## config.mk

```make
export PLATFORM = sky130hd
export DESIGN_NAME = sddt_rdata_merger
export DESIGN_NICKNAME = d
export VERILOG_FILES = /design/src/rtl/sddt_pkg.sv /design/src/rtl/sddt_axis_skid.sv /design/src/rtl/sddt_rdata_merger.sv
export SDC_FILE = /design/constraint.sdc
export NUM_CORES = 2
export LEC_CHECK = 0
export ABC_AREA = 1
export BUFFER_PORTS_ARGS = -buffer_cell sky130_fd_sc_hd__buf_4
export CORE_AREA = 3 3 639 641
export CTS_CLUSTER_SIZE = 8
export DETAILED_ROUTE_END_ITERATION = 7
export DIE_AREA = 0 0 642 644
export PLACE_DENSITY = 0.39
export REMOVE_ABC_BUFFERS = 1
export SLEW_MARGIN = 20
export SYNTH_ARGS = -nofsm -noshare
export SYNTH_HDL_FRONTEND = slang
export SYNTH_SLANG_ARGS = --single-unit
```

## constraint.sdc

```tcl
create_clock -name axi_aclk -period 3.2 [get_ports axi_aclk]
set_clock_uncertainty 0.15 [all_clocks]
set_input_delay 0.16 -clock axi_aclk [delete_from_list [all_inputs] [get_ports axi_aclk]]
set_output_delay 0.16 -clock axi_aclk [all_outputs]
set_load 0.1 [all_outputs]
```

## src/rtl/sddt_pkg.sv

```systemverilog
// Shared types and helpers for the DDR4 read-data merge path.
package sddt_pkg;

  typedef enum logic {
    IDLE = 1'b0,
    XFER = 1'b1
  } sddt_state_e;

  // Channel tag width; a single channel still carries a 1-bit tag.
  function automatic int ch_id_width(input int n);
    return (n <= 1) ? 1 : $clog2(n);
  endfunction

endpackage

```

## src/rtl/sddt_axis_skid.sv

```systemverilog
// Two-entry registered skid buffer: output register plus one overflow slot,
// so in_ready is a flop and never sees out_ready combinationally.
module sddt_axis_skid #(
  parameter int W = 8
) (
  input  logic         axi_aclk,
  input  logic         axi_aresetn,
  input  logic [W-1:0] in_pl,
  input  logic         in_valid,
  output logic         in_ready,
  output logic [W-1:0] out_pl,
  output logic         out_valid,
  input  logic         out_ready
);

  logic [W-1:0] skid_pl_q;
  logic         skid_vld_q;
  logic         load_main;

  assign in_ready  = ~skid_vld_q;
  assign load_main = out_ready | ~out_valid;

  always_ff @(posedge axi_aclk or negedge axi_aresetn) begin
    if (!axi_aresetn) begin
      out_pl     <= '0;
      out_valid  <= 1'b0;
      skid_pl_q  <= '0;
      skid_vld_q <= 1'b0;
    end else if (load_main) begin
      if (skid_vld_q) begin
        out_pl     <= skid_pl_q;
        out_valid  <= 1'b1;
        skid_vld_q <= 1'b0;
      end else begin
        out_valid <= in_valid;
        if (in_valid) out_pl <= in_pl;
      end
    end else if (in_valid && in_ready) begin
      // output stalled: park the beat in the overflow slot
      skid_pl_q  <= in_pl;
      skid_vld_q <= 1'b1;
    end
  end

endmodule

```

## src/rtl/sddt_rdata_merger.sv

```systemverilog
// Packet-granular round-robin merge of per-channel read-data streams onto one
// host-bound AXI-Stream, tagging each beat with its source channel.
module sddt_rdata_merger
  import sddt_pkg::*;
#(
  parameter  int NUM_CH      = 2,
  parameter  int DATA_WIDTH  = 512,
  parameter  int LEN_WIDTH   = 16,
  localparam int CH_ID_WIDTH = ch_id_width(NUM_CH)
) (
  input  logic                         axi_aclk,
  input  logic                         axi_aresetn,
  input  logic [NUM_CH*DATA_WIDTH-1:0] S_AXIS_RDATA_tdata,
  input  logic [NUM_CH-1:0]            S_AXIS_RDATA_tvalid,
  output logic [NUM_CH-1:0]            S_AXIS_RDATA_tready,
  output logic [DATA_WIDTH-1:0]        M_AXIS_RDATA_tdata,
  output logic                         M_AXIS_RDATA_tvalid,
  input  logic                         M_AXIS_RDATA_tready,
  output logic                         M_AXIS_RDATA_tlast,
  output logic [DATA_WIDTH/8-1:0]      M_AXIS_RDATA_tkeep,
  output logic [CH_ID_WIDTH-1:0]       M_AXIS_RDATA_tuser,
  input  logic [LEN_WIDTH-1:0]         pkt_len,
  output logic                         busy,
  output logic [CH_ID_WIDTH-1:0]       cur_ch,
  output logic [31:0]                  pkt_count
);

  localparam int PL_W = DATA_WIDTH + 1 + CH_ID_WIDTH;
  localparam logic [CH_ID_WIDTH-1:0] LAST_CH = CH_ID_WIDTH'(NUM_CH - 1);

  sddt_state_e                       state_q, state_d;
  logic [CH_ID_WIDTH-1:0]            rr_ptr_q, gnt_q, gnt_d;
  logic                              gnt_vld, grant;
  logic [LEN_WIDTH-1:0]              len_q, beat_q;
  logic [NUM_CH-1:0][DATA_WIDTH-1:0] ch_data;
  logic [DATA_WIDTH-1:0]             sel_data;
  logic                              sk_in_valid, sk_in_ready, in_fire, beat_last;
  logic [PL_W-1:0]                   sk_in_pl, sk_out_pl;
  logic                              out_last_fire;
  logic [2:0]                        open_q;
  int                                best_d, cand_d;

  assign ch_data = S_AXIS_RDATA_tdata;

  // Rotating priority: the valid channel closest above the pointer wins.
  always_comb begin
    gnt_vld = 1'b0;
    gnt_d   = rr_ptr_q;
    best_d  = NUM_CH;
    cand_d  = 0;
    for (int c = 0; c < NUM_CH; c++) begin
      cand_d = (c > int'(rr_ptr_q)) ? c - int'(rr_ptr_q) - 1
                                    : c + NUM_CH - int'(rr_ptr_q) - 1;
      if (S_AXIS_RDATA_tvalid[c] && cand_d < best_d) begin
        best_d  = cand_d;
        gnt_vld = 1'b1;
        gnt_d   = CH_ID_WIDTH'(c);
      end
    end
  end

  always_ff @(posedge axi_aclk or negedge axi_aresetn) begin
    if (!axi_aresetn) state_q <= IDLE;
    else              state_q <= state_d;
  end

  always_comb begin
    state_d             = state_q;
    S_AXIS_RDATA_tready = '0;
    sk_in_valid         = 1'b0;
    sel_data            = '0;
    unique case (state_q)
      IDLE: if (gnt_vld) state_d = XFER;
      XFER: begin
        for (int c = 0; c < NUM_CH; c++) begin
          if (gnt_q == CH_ID_WIDTH'(c)) begin
            S_AXIS_RDATA_tready[c] = sk_in_ready;
            sk_in_valid            = S_AXIS_RDATA_tvalid[c];
            sel_data               = ch_data[c];
          end
        end
        if (sk_in_valid && sk_in_ready && beat_last) state_d = IDLE;
      end
      default: state_d = IDLE;
    endcase
  end

  assign grant     = (state_q == IDLE) && gnt_vld;
  assign in_fire   = sk_in_valid & sk_in_ready;
  assign beat_last = (beat_q == len_q - LEN_WIDTH'(1));

  // Length is sampled only at grant so mid-packet pkt_len edits wait a packet.
  always_ff @(posedge axi_aclk or negedge axi_aresetn) begin
    if (!axi_aresetn) begin
      rr_ptr_q <= LAST_CH;
      gnt_q    <= '0;
      len_q    <= LEN_WIDTH'(1);
      beat_q   <= '0;
    end else if (grant) begin
      rr_ptr_q <= gnt_d;
      gnt_q    <= gnt_d;
      len_q    <= (pkt_len == '0) ? LEN_WIDTH'(1) : pkt_len;
      beat_q   <= '0;
    end else if (in_fire) begin
      beat_q <= beat_q + LEN_WIDTH'(1);
    end
  end

  assign sk_in_pl = {sel_data, beat_last, gnt_q};

  sddt_axis_skid #(
    .W (PL_W)
  ) u_skid (
    .axi_aclk    (axi_aclk),
    .axi_aresetn (axi_aresetn),
    .in_pl       (sk_in_pl),
    .in_valid    (sk_in_valid),
    .in_ready    (sk_in_ready),
    .out_pl      (sk_out_pl),
    .out_valid   (M_AXIS_RDATA_tvalid),
    .out_ready   (M_AXIS_RDATA_tready)
  );

  assign {M_AXIS_RDATA_tdata, M_AXIS_RDATA_tlast, M_AXIS_RDATA_tuser} = sk_out_pl;
  assign M_AXIS_RDATA_tkeep = '1;

  assign out_last_fire = M_AXIS_RDATA_tvalid & M_AXIS_RDATA_tready & M_AXIS_RDATA_tlast;

  // Packets granted but whose tlast has not yet left; the skid can hold the
  // tail of one packet while the next is already being granted.
  always_ff @(posedge axi_aclk or negedge axi_aresetn) begin
    if (!axi_aresetn) begin
      open_q    <= '0;
      pkt_count <= '0;
    end else begin
      open_q <= open_q + 3'(grant) - 3'(out_last_fire);
      if (out_last_fire) pkt_count <= pkt_count + 32'd1;
    end
  end

  assign busy   = (open_q != '0);
  assign cur_ch = gnt_q;

endmodule

```

# After elaboration in Yosys (flattened, before gate mapping)
# Index checks and enable logic that the tools add are counted.
# word_totals
elab_cells	72
inputBits	1045
latchBits	0
reg_bits	1100
ram_bits	0
mem_count	0
romBits	0
# op_classes
n_eq_ne	1
add_sub_neg	11
shift	0
mul	0
n_bitwise	8
reduce_logical	13
mux	25
order_cmp	3
div	0
# ops
operator	count
two-way mux 514 bit	2
two-way mux 512 bit	2
two-way mux 32 bit	2
two-way mux 16 bit	3
adder 32 x 1 -> 32 bit (second input constant)	1
< comparator 32 bit	1
adder 16 x 1 -> 16 bit (second input constant)	1
equality test 16 bit	1
zero test 16 bit	1
subtractor 16 x 1 -> 16 bit (second input constant)	1
two-way mux 1 bit	14
subtractor 3 x 2 -> 4 bit (second input constant)	2
logical AND 1 bit	6
nonzero test 2 bit	3
subtractor 2 x 1 -> 3 bit (first input constant)	2
< comparator 4 x 3 -> 1 bit (second input constant)	1
inverter 1 bit	4
AND reduction 2 bit	2
adder 3 x 1 -> 3 bit	1
bitwise AND 1 bit	3
nonzero test 3 bit	1
subtractor 2 x 2 -> 3 bit (second input constant)	1
subtractor 3 x 1 -> 3 bit	1
two-way mux 2 bit	1
4 further kinds	4

# Depth between registers and ports, before layout
# logic_depth
ltp_word	11
mapped_depth	13

# By module
# From an unflattened synthesis, not the netlist that was laid out.
# hier_totals
cells_unflattened	8333
hier_area_um2	57172.3
# modules_own_cells
mod	area_each_um2	cells_each	n_inst
sddt_axis_skid	45692.6	6066	1
sddt_rdata_merger	11479.8	2267	1

# Least setup slack after synthesis
# No wires, ideal clock.
# synth_path
path_kind	register to output
from	register gnt_q (netlist: cur_ch)
to	output S_AXIS_RDATA_tready[0]
path_buffers	3
slack_ns	-0.593
arrival_ns	3.483
path_stages_with_launch	5
path_cell_list	dfrtp_1 -> buf_2 -> buf_2 -> buf_2 -> nor3_1
# synth_between
elab_chain_cells	2
# synth_lines
item	line	source
start, declared	sddt_rdata_merger.sv:32	logic [CH_ID_WIDTH-1:0] rr_ptr_q, gnt_q, gnt_d;
start signal, assigned	sddt_rdata_merger.sv:101	gnt_q <= gnt_d;
two-way mux 1 bit	sddt_rdata_merger.sv:76	if (gnt_q == CH_ID_WIDTH'(c)) begin
two-way mux 2 bit	sddt_rdata_merger.sv:72	unique case (state_q)
end, declared	sddt_rdata_merger.sv:15	output logic [NUM_CH-1:0] S_AXIS_RDATA_tready,
# Every way passes these cells.

# Final worst setup path
# layout_path
from	input pkt_len[4]
to	register len_q[0]
# layout_between
elab_chain_cells	2
# layout_lines
item	line	source
start, declared	sddt_rdata_merger.sv:22	input logic [LEN_WIDTH-1:0] pkt_len,
zero test 16 bit	sddt_rdata_merger.sv:102	len_q <= (pkt_len == '0) ? LEN_WIDTH'(1) : pkt_len;
two-way mux 16 bit	sddt_rdata_merger.sv:102	
end signal, assigned	sddt_rdata_merger.sv:102	
end, declared	sddt_rdata_merger.sv:34	logic [LEN_WIDTH-1:0] len_q, beat_q;
# Every way passes these cells.
# A chain may end at the register's enable or synchronous reset.

==> impl_metrics.toml <==
[status]
status = "finished, final reports clean"

[route]
drt_iter0_drc = 3897
first_pass_iters = 5
drt-total-wl_um = 343400
routedWlPerCell_um = 23.14
ant_nets = 0
via_count = 56640
drc = 0
via_per_inst = 3.816

[clocking]
ctsHtreeMaxLevel = 4
cts_made_buffers = 165
tritoncts = "done"
cts_resized = 0
cts_setup_buffers = 0
cts.sinks = 1100
cts_root_buf = "clkbuf_16"
clockBufferDepth = 4
clk_latency_ns = 0.84
clkTransAtPathRegs_ns = 0.05

[pwr]
irDropWorstVdd_mv = 0.6108
swShare_pct = 54.27
p_clk_share_pct = 17.4
intPower_w = 0.04357
power.leakage_nw = 40.13
power_density_nw_per_um2 = 1094
pwr-share-seq_pct = 25.1
p_sw_w = 0.05170
comb_power_share_pct = 57.4

[global_routing]
overflow = 0
grt_pass1_vias = 55850
grt_max_degree = 185
grt_pass1_wl_um = 466400
grt_use_total_pct = 16.03
antenna_found_initial = 192

[sta]
worst_pin_slew_ns = 0.9550
hold_viol = 0
timing.final.crit_share_pct = 95.93
min_period_ns = 3.070
maxSlewHeadroom_pct = 36.33
rsz0062_at_grt = "no"
finalSetupViolations = 0
max_freq_ghz = 0.3257
drv_slew = 0
whs_ns = 0.1037
tns_ns = 0

[synth]
synth.cell_area_um2 = 52370
synth_cells = 6762
ys_ff_latch = 1100
async_flop_share_pct = 100.0
yosysWarnings = 0
avgSynthCellArea_um2 = 7.744
ys_types = 37
seq_area_frac_synth_pct = 52.57
synth-edff-count = 0
synthFlopType = "dfrtp_1"

[setup_path]
critPathRequiredTime_ns = 3.82
slowest_stage = "dlygate4sd3_1"
setup.worst_path.end_class = "flip-flop"
critPathMaxFanout = 2
critPathKind = "in -> reg"
cp_top_family = "buffers and inverters"
worstPathCellList = "dlygate4sd3_1, buf_4, dlygate4sd3_1, nor4_1, dlygate4sd3_1, nand4_1, dlygate4sd3_1, a22oi_1, dlygate4sd3_1"
cp_common_cell = "dlygate4sd3_1"
arrival_ns = 3.69
crit_path_max_incr_delay_ns = 0.60
critPathBufInv = 6
cp-start-kind = "input pin"

[cells_and_area]
final_common_cell = "buf_4"
post-route-util_pct = 21.61
final_area_um2 = 87070
fin_nets = 10390
area_growth_pct = 66.27
final_cell_mix = "1736 x buf_4, 1693 x o21ai_0, 1691 x nand2_1"
layout-drive-gt1-share_pct = 21.38

[floorplan]
rows = 233
dieArea_um2 = 413400
initial_utilization_pct = 13.00
io_pins = 1660
core_um2 = 402900
die_w_um = 642
dieHeight_um = 644

[placement]
dp_hpwl_um = 275900
place.gp.congestion = 0.8848
portBuffers = 1595
placed_area_um2 = 71030

[min_path]
hold_path.class = "in -> async"

[run]
drv_cap = 0
[through the flow]
| stage | instances | worst slack [ns] | total power [W] |
|---|---|---|---|
| global route | 14820 | 0.004363 | 0.1009 |
| finish | 14840 | 0.1301 | 0.09526 |
| floorplan | 6247 | -23.36 | 0.04547 |
| global placement | 13450 | 0.6909 | 0.07599 |
| CTS | 14780 | 0.09992 | 0.09677 |
| detailed placement | 13450 | 0.6863 | 0.07617 |
[routing by layer]
layer | GRT usage (%) | part of all wire [%]
met2 | 27.56 | 49
met4 | 3.798 | 2.3
met3 | 4.809 | 7.6
met5 | 0 | 0.22
met1 | 19.48 | 41
[power groups by stage]
stage | registers [W] | logic [W] | clock network (W)
after floorplan | 0.0359 | 0.00956 | 0
after global placement | 0.0240 | 0.0520 | 0
after detailed placement | 0.0240 | 0.0521 | 0
after CTS | 0.0239 | 0.0555 | 0.0173
after global routing | 0.0247 | 0.0584 | 0.0178
final | 0.0239 | 0.0547 | 0.0166
[final timing paths]
path | slack [ns] | cells past startpoint | to | startpoint
setup / recovery | 0.13 | 9 | len_q[0]$_DFFE_PN1P_ | pkt_len[4]
hold / removal | 0.10 | 3 | u_skid.out_pl[22]$_DFFE_PN0P_ | axi_aresetn
setup reg to reg | 0.19 | 8 | u_skid.out_pl[75]$_DFFE_PN0P_ | cur_ch$_DFFE_PN0P_
hold reg to reg | 0.33 | 2 | u_skid.skid_pl_q[163]$_DFFE_PN0P_ | u_skid.skid_pl_q[163]$_DFFE_PN0P_
max in group asynchronous | 2.11 | 4 | u_skid.skid_pl_q[235]$_DFFE_PN0P_ | axi_aresetn
min in group axi_aclk | 0.13 | 6 | u_skid.skid_pl_q[267]$_DFFE_PN0P_ | S_AXIS_RDATA_tdata[265]
[repair_timing]
action | in CTS | in global routing
hold buffers | 1127 | 0
endpoints found under the setup margin | 0 | 0
endpoints found under the hold margin | 2174 | 0
[synth_stat cells (all sizes together), types with 2 or more instances]
| cell type | count | area share (%) |
|---|---|---|
| clkbuf | 315 | 2.3 |
| o21ai | 2072 | 20 |
| dfstp | 2 | 0.10 |
| xor2 | 28 | 0.47 |
| xnor2 | 16 | 0.27 |
| nand3b | 6 | 0.086 |
| nor3 | 20 | 0.20 |
| inv | 75 | 0.54 |
| nand4 | 14 | 0.17 |
| buf | 263 | 2.8 |
| a21oi | 15 | 0.14 |
| ha | 5 | 0.12 |
| nand2 | 1692 | 12 |
| nand3 | 29 | 0.29 |
| nor4 | 7 | 0.084 |
| nor2 | 1094 | 7.9 |
| dfrtp | 1098 | 52 |
[registers in the layout, indices dropped and copies added (netlist names)]
register,cells
u_skid.out_pl,514
u_skid.skid_pl_q,514
pkt_count,32
beat_q,16
len_q,16
open_q,3
cur_ch,1
rr_ptr_q,1
state_q,1
u_skid.out_valid,1
u_skid.skid_vld_q,1
[worst min-delay path, stage by stage]
cell           delay [ns]
dlygate4sd3_1        0.58
buf_12               0.39
buf_16               0.33
[cell type report]
type	instances	area, um2
sequential	1100	27530
clock inverter	15	277.8
multi-input combinational	5072	22130
antenna	65	162.7
inverter	75	311.5
fill	45250	315800
clock buffer	185	4305
timing repair buffer	2926	25590
tap	5405	6763
[logic make-up after synthesis]
logic type	synth area share (%)
XOR/XNOR	0.7359
AO/OA/AOI/OAI	20.04
adder cells (fa/ha/maj)	0.1577
flip-flops	52.57
AND/OR/NAND/NOR	20.84
other	0.007161
buffers and inverters	5.644
Power figures use the tool's default switching activity.
